[config.mk]
export PLATFORM = sky130hd
export DESIGN_NAME = tail_light_seq_ctrl
export DESIGN_NICKNAME = d
export VERILOG_FILES = /design/src/rtl/tail_light_seq_ctrl.sv
export SDC_FILE = /design/constraint.sdc
export NUM_CORES = 1
export LEC_CHECK = 0
export ABC_CLOCK_PERIOD_IN_PS = 2110
export BUFFER_PORTS_ARGS = -buffer_cell sky130_fd_sc_hd__buf_2
export CELL_PAD_IN_SITES_DETAIL_PLACEMENT = 1
export CELL_PAD_IN_SITES_GLOBAL_PLACEMENT = 1
export CORE_UTILIZATION = 39
export CTS_BUF_LIST = sky130_fd_sc_hd__clkbuf_8
export CTS_CLUSTER_SIZE = 12
export DETAILED_ROUTE_END_ITERATION = 10
export PLACE_DENSITY_LB_ADDON = 0.1
export SLEW_MARGIN = 20
export SYNTH_ARGS = -nofsm -noshare
export SYNTH_HDL_FRONTEND = slang
export SYNTH_SLANG_ARGS = --single-unit
[constraint.sdc]
create_clock -name clk -period 2.11 [get_ports clk]
set_input_delay 0.3165 -clock clk [delete_from_list [all_inputs] [get_ports clk]]
set_output_delay 0.3165 -clock clk [all_outputs]
set_load 0.02 [all_outputs]
[src/rtl/tail_light_seq_ctrl.sv]
// Tail-light sequencing controller.
// Arbitrates left/right/hazard requests into one operating mode, times the
// 4-phase lamp sequence with a prescaler and drives both lamp banks from
// registers. Mode changes other than entry from IDLE and hazard pre-emption
// wait for the end of a full sequence so lamps never jump mid-pattern.
module tail_light_seq_ctrl #(
  parameter int TICK_DIV = 4,
  parameter int DIV_W    = 8
) (
  input  logic       clk,
  input  logic       reset,
  input  logic       req_left,
  input  logic       req_right,
  input  logic       req_haz,
  input  logic       brake,
  output logic [2:0] l,
  output logic [2:0] r,
  output logic [1:0] mode,
  output logic [1:0] phase,
  output logic       tick,
  output logic       busy
);

  typedef enum logic [1:0] {
    IDLE  = 2'b00,
    LEFT  = 2'b01,
    RIGHT = 2'b10,
    HAZ   = 2'b11
  } mode_t;

  localparam logic [DIV_W-1:0] PRESC_LAST = DIV_W'(TICK_DIV - 1);

  mode_t            mode_reg, mode_next, req_mode;
  logic [1:0]       phase_reg, phase_next;
  logic [DIV_W-1:0] presc_reg, presc_next;
  logic             armed_reg;
  logic             tick_int;
  logic [2:0]       seq_pat;
  logic [2:0]       l_reg, l_next;
  logic [2:0]       r_reg, r_next;

  // Requested mode: hazard wins, and both turn signals together mean hazard.
  always_comb begin
    req_mode = IDLE;
    if (req_haz || (req_left && req_right)) begin
      req_mode = HAZ;
    end else if (req_left) begin
      req_mode = LEFT;
    end else if (req_right) begin
      req_mode = RIGHT;
    end
  end

  // Phase advance happens on the last prescaler count of an active mode.
  assign tick_int = (mode_reg != IDLE) && (presc_reg == PRESC_LAST);

  // State register; armed_reg keeps the first edge after reset release in IDLE
  // so requests are only sampled from the following edge on.
  always_ff @(posedge clk or negedge reset) begin
    if (!reset) begin
      mode_reg  <= IDLE;
      phase_reg <= 2'd0;
      presc_reg <= '0;
      armed_reg <= 1'b0;
    end else begin
      mode_reg  <= mode_next;
      phase_reg <= phase_next;
      presc_reg <= presc_next;
      armed_reg <= 1'b1;
    end
  end

  // Next-state logic: entry from IDLE, hazard pre-emption, deferred changes
  // at the end of phase 3, otherwise ordinary prescaler/phase counting.
  always_comb begin
    mode_next  = mode_reg;
    phase_next = phase_reg;
    presc_next = presc_reg;
    if (mode_reg == IDLE) begin
      phase_next = 2'd0;
      presc_next = '0;
      if (armed_reg && (req_mode != IDLE)) begin
        mode_next = req_mode;
      end
    end else if ((req_mode == HAZ) && (mode_reg != HAZ)) begin
      mode_next  = HAZ;
      phase_next = 2'd0;
      presc_next = '0;
    end else if (tick_int) begin
      presc_next = '0;
      if (phase_reg == 2'd3) begin
        mode_next  = req_mode;
        phase_next = 2'd0;
      end else begin
        phase_next = phase_reg + 2'd1;
      end
    end else begin
      presc_next = presc_reg + DIV_W'(1);
    end
  end

  // Active-side pattern fills from the inside out: lamp gi lights once
  // phase exceeds gi (000, 001, 011, 111).
  generate
    for (genvar gi = 0; gi < 3; gi++) begin : g_pat
      assign seq_pat[gi] = (phase_reg > 2'(gi));
    end
  endgenerate

  // Lamp decode from the current mode/phase/brake; registered below.
  always_comb begin
    l_next = brake ? 3'b111 : 3'b000;
    r_next = brake ? 3'b111 : 3'b000;
    case (mode_reg)
      LEFT:  l_next = seq_pat;
      RIGHT: r_next = seq_pat;
      HAZ: begin
        l_next = phase_reg[0] ? 3'b111 : 3'b000;
        r_next = phase_reg[0] ? 3'b111 : 3'b000;
      end
      default: begin
        l_next = brake ? 3'b111 : 3'b000;
        r_next = brake ? 3'b111 : 3'b000;
      end
    endcase
  end

  // Lamp output registers, dark while in reset.
  always_ff @(posedge clk or negedge reset) begin
    if (!reset) begin
      l_reg <= 3'b000;
      r_reg <= 3'b000;
    end else begin
      l_reg <= l_next;
      r_reg <= r_next;
    end
  end

  assign l     = l_reg;
  assign r     = r_reg;
  assign mode  = mode_reg;
  assign phase = phase_reg;
  assign tick  = tick_int;
  assign busy  = (mode_reg != IDLE);

endmodule

After elaboration in Yosys (flattened, before gate mapping)
Cells that the tools add are included.
{ "classes": {"add_sub_neg": 2, "n_reduce_logical": 11, "muxes": 19, "order_cmp": 3, "n_eq_ne": 8} }
{ "ops": {"columns": ["cell", "n"], "rows": [
  ["$mux 2", 12],
  ["$mux 8", 3],
  ["$pmux 3 s2", 2],
  ["$add 8x1->8 const B", 1],
  ["$eq 2x2->1 const B", 4],
  ["$eq 8x2->1 const B", 1],
  ["$mux 3", 2],
  ["$reduce_bool 3->1", 2],
  ["$gt 2x1->1 const B", 2],
  ["$logic_and 1x1->1", 4],
  ["$reduce_bool 2->1", 2],
  ["$reduce_and 3->1", 1],
  ["$add 2x1->2 const B", 1],
  ["$eq 2x1->1 const B", 1],
  ["$gt 2x2->1 const B", 1],
  ["$logic_not 2->1", 1],
  ["$ne 2x1->1 const B", 1],
  ["$ne 2x2->1 const B", 1],
  ["$logic_or 1x1->1", 1]
]} }
{ "totals": {"inputBits": 6, "reg_bits": 19, "output_inout_bits": 12, "wordCells": 49} }

Longest topological paths before layout
{ "logic_depth": {"depth_word": 7, "depth_mapped": 5} }

Worst setup path after synthesis
No wires, ideal clock.
{ "synth_path": {"path_kind": "reg2out", "startpoint": "register presc_reg[0]", "endpoint": "output tick", "arrival_time_ps": 1865, "stages_incl_launch_ff": 5, "path_buffers": 0, "slack_ps": -71, "cell_sequence": "dfrtp_1 -> ha_1 -> or4b_4 -> or4_4 -> a21oi_1"} }
{ "synth_between": {"elab_chain_cells": 2} }
{ "synth_rtl": {"columns": ["item", "line_no", "text"], "rows": [
  ["start, declared", "35", "logic [DIV_W-1:0] presc_reg, presc_next;"],
  ["start signal, assigned", "68", "presc_reg <= presc_next;"],
  ["$eq 8x2->1", "55", "assign tick_int = (mode_reg != IDLE) && (presc_reg == PRESC_LAST);"],
  ["$logic_and 1x1->1", "55", null],
  ["end, declared", "20", "output logic tick,"]
]} }
No other way between the ends.

Worst setup path after layout
Same ends and word-level chain as after synthesis.

==> impl_summary.log <==
[metrics] status: finished, violations left
[metrics] violations in the final reports: negative setup slack
[metrics] sink count of the clock tree: 19
[metrics] fraction of layout instances using a drive strength above 1: 28.8%
[metrics] final design utilization: 51.9%
[metrics] Final Wtd Congestion: 0.792
[metrics] Site Rows: 17
[metrics] Initial Util: 42.0%
[metrics] First-pass DRT Iterations: 4
[metrics] clock tree buffer depth: 2
[metrics] overall routing resource usage: 19.6%
[metrics] CP max stage cell: sky130_fd_sc_hd__or4b_4
[metrics] I/O pin total: 18
[metrics] unrepaired setup endpoints after global routing: true
[metrics] placed cells: 141
[metrics] die width: 51.3 microns
[metrics] clock tree from TritonCTS: done
[metrics] Cell Chain, Critical Path: ha_2 -> or4b_4 -> or4_4 -> a21oi_4 -> buf_6
[metrics] Clk pin slew, worst setup/hold paths: 0.07 ns
[metrics] cell area after technology mapping: 946 sq um
[metrics] number of antenna violations at the first check in global routing: 0
[metrics] Post-Layout Cell Count: 146
[metrics] top post-synthesis cells by area: sky130_fd_sc_hd__dfrtp_1 (50%), sky130_fd_sc_hd__ha_1 (6.6%), sky130_fd_sc_hd__xor2_1 (4.6%)
[metrics] detailed-route via count: 780
[metrics] area grow syn2layout: 23.8%
[metrics] ratio of final minimum period to clock period: 111%
[metrics] antenna diode instance count: 0
[metrics] worst clock skew on the final layout: 0.00582 ns
[metrics] share of total power consumed by net switching: 39.7%
[metrics] Seq pwr share: 42.6%
[metrics] shortest clock period the worst path allows after layout: 2.33 ns
[metrics] kind of end point of the critical path: output pin
[metrics] Residual DRC: 0
[metrics] fraction of synthesized cell area taken by the top area cell type: 50.3%
[metrics] Vias per Instance: 5.34
[metrics] setup TNS: -0.224 ns
[metrics] number of H-tree branching levels: 1
[metrics] nets in the synthesized netlist: 104
[metrics] count of max-cap constraint violations: 0
[metrics] count of state elements after synthesis: 19
[metrics] Clock Power Share: 16.4%
[metrics] mean area per synthesized cell: 10.2 sq um
[metrics] number of hold-slack violations in the final timing report: 0
[metrics] antenna-violating nets left: 0
[metrics] Final WS setup: -0.224 ns
[metrics] Post-Route Hold Slack: 0.344 ns
[metrics] internal power: 0.000917 W
[metrics] CTS Root Buffer Type: sky130_fd_sc_hd__clkbuf_8
[metrics] highest clock rate: 428 MHz
[metrics] die extent in y: 51.3 microns
[metrics] latest clock arrival within the worst-skew pair: 0.26 ns
[metrics] buffers plus inverters on the worst setup path: 1
[metrics] worst endpoint data arrival time: 2.02 ns
[metrics] Largest register FFs: 8
[metrics] pin count of the biggest net entering global routing: 20
[metrics] Layout fillers: 256
[metrics] worst hold path type: input pin to flip-flop
[metrics] count of final setup violators: 1
[metrics] Max Fanout on Critical Path: 5
[metrics] required time at the endpoint of the critical path: 1.79 ns
[metrics] TritonCTS Buffers: 3
[metrics] Worst Setup Start Kind: flip-flop
[metrics] overall die area: 0.00263 sq mm
[metrics] total power divided by cell area: 1300 mW/mm^2
[metrics] peak supply drop: 0.695 mV
[metrics] placeable core region: 0.00225 sq mm
[metrics] Congestion Overflow GR: 0
[metrics] switching component of the power: 0.000604 W
[metrics] Yosys cell types: 30
[metrics] count of nets after finishing: 130
[metrics] startpoint-to-endpoint class of the critical path: flip-flop to output pin
[metrics] fraction of power consumed by combinational cells: 41.0%
[metrics] yosys synthesis warning count: 0
[metrics] routed wire length: 2140 microns
[metrics] port buffer count: 17
[metrics] post-synthesis sequential area ratio: 50.3%
[metrics] Gate Count Post-Synth: 93
[metrics] CP peak stage delay: 0.47 ns
[metrics] total design power: 0.00152 W
[metrics] CP top delay family: simple AND/OR/NAND/NOR gates
[metrics] P_leak: 0.564 nW
[metrics] 1st-iter DRT viols: 5
[metrics] via count of the first global-routing pass: 856
[metrics] average wire per standard cell: 14.7 microns
[metrics] detailed-placement wirelength estimate: 1610 microns
[metrics] fin. max-slew vios: 0
[metrics] most area-hungry cell type in the Yosys netlist: sky130_fd_sc_hd__dfrtp_1
[metrics] first-pass GRT wire length: 3760 microns
stage by stage:
stage,cell area (sq um),setup WS [ns]
finish,1170,-0.224
global route,1170,-0.279
CTS,1170,-0.235
detailed placement,1100,0.0236
global placement,1100,0.0824
floorplan,950,0.0475
final timing paths:
path                                      to  cells after the start  slack, ns          from
min in group asynchronous               l[0]                      2       0.52         reset
worst min register to register  presc_reg[0]                      2       0.58  presc_reg[0]
worst min-delay path                    l[0]                      2       0.34         brake
worst max-delay path                    tick                      5      -0.22  presc_reg[0]
max in group asynchronous       presc_reg[6]                      2       1.28         reset
worst max register to register      phase[0]                      5       0.10  presc_reg[0]
placed cells by master, fill, tap and decap left out, drive strengths merged:
master,count
a22o,1
xor2,5
ha,5
or2b,1
or4,2
mux2,2
or2,1
buf,22
nor2,10
dfrtp,19
or4b,1
o21ai,2
nor4,1
a21oi,4
a21o,2
nand2b,1
or3,3
o22ai,1
maj3,1
and3,2
dlygate4sd3,1
inv,6
nand3,6
conb,1
o22a,1
clkbuf,3
xnor2,1
nand2,8
a31oi,5
metal layers:
layer  vias up  GRT usage, %  routed length, microns
li1        372             -                       -
met1       383          22.2                     927
met2        18          34.6                    1090
met3         7          4.17                      79
met4         0          9.91                      48
met5         -             0                       0
repair_timing:
action | CTS | global route
resized for setup | 3 | 1
hold buffers | 1 | 0
setup endpoints to repair | 1 | 1
setup buffers | 0 | 0
endpoints found under the hold margin | 19 | 0
synthesized netlist by cell type:
cell	instances
sky130_fd_sc_hd__a21o_1	2
sky130_fd_sc_hd__a21oi_1	3
sky130_fd_sc_hd__a21oi_2	1
sky130_fd_sc_hd__a22o_1	1
sky130_fd_sc_hd__a31oi_1	5
sky130_fd_sc_hd__and3_1	1
sky130_fd_sc_hd__and3_2	1
sky130_fd_sc_hd__clkbuf_1	2
sky130_fd_sc_hd__conb_1	1
sky130_fd_sc_hd__dfrtp_1	19
sky130_fd_sc_hd__ha_1	5
sky130_fd_sc_hd__inv_1	5
sky130_fd_sc_hd__maj3_1	1
sky130_fd_sc_hd__mux2_2	2
sky130_fd_sc_hd__nand2_1	8
sky130_fd_sc_hd__nand2b_1	1
sky130_fd_sc_hd__nand3_1	6
sky130_fd_sc_hd__nor2_1	10
sky130_fd_sc_hd__nor4_1	1
sky130_fd_sc_hd__o21ai_0	2
sky130_fd_sc_hd__o22a_1	1
sky130_fd_sc_hd__o22ai_1	1
sky130_fd_sc_hd__or2_2	1
sky130_fd_sc_hd__or2b_1	1
sky130_fd_sc_hd__or3_1	3
sky130_fd_sc_hd__or4_1	1
sky130_fd_sc_hd__or4_4	1
sky130_fd_sc_hd__or4b_4	1
sky130_fd_sc_hd__xnor2_1	1
sky130_fd_sc_hd__xor2_1	5
kinds of logic after synthesis:
| logic type | Yosys count | synth area share, % |
|---|---|---|
| other cells | 1 | 0.396 |
| simple gates | 36 | 20.0 |
| mux | 2 | 2.38 |
| buf+inv | 7 | 2.78 |
| flops | 19 | 50.3 |
| compound gates | 16 | 11.0 |
| xor+xnor | 6 | 5.56 |
| fa+ha+maj | 6 | 7.67 |
power groups by stage:
stage	clock network, W	registers, W	logic [W]
4_1_cts	0.000261	0.000645	0.000631
2_1_floorplan	0	0.000722	0.000307
3_5_place_dp	0	0.000651	0.000618
3_3_place_gp	0	0.000640	0.000599
5_1_grt	0.000271	0.000669	0.000707
6_report	0.000250	0.000647	0.000624
area by class of cell:
type                    count  area, sq um  share of cell area (%)
clock buffers               3         41.3                    3.53
clock inverters             1         3.75                   0.321
inverters                   5         18.8                    1.60
multi-input cells          67          458                    39.1
flip-flops and latches     19          475                    40.6
well taps                  28         35.0                    2.99
repair buffers             23          139                    11.9
Note: power is estimated with default switching activity, not from simulation.
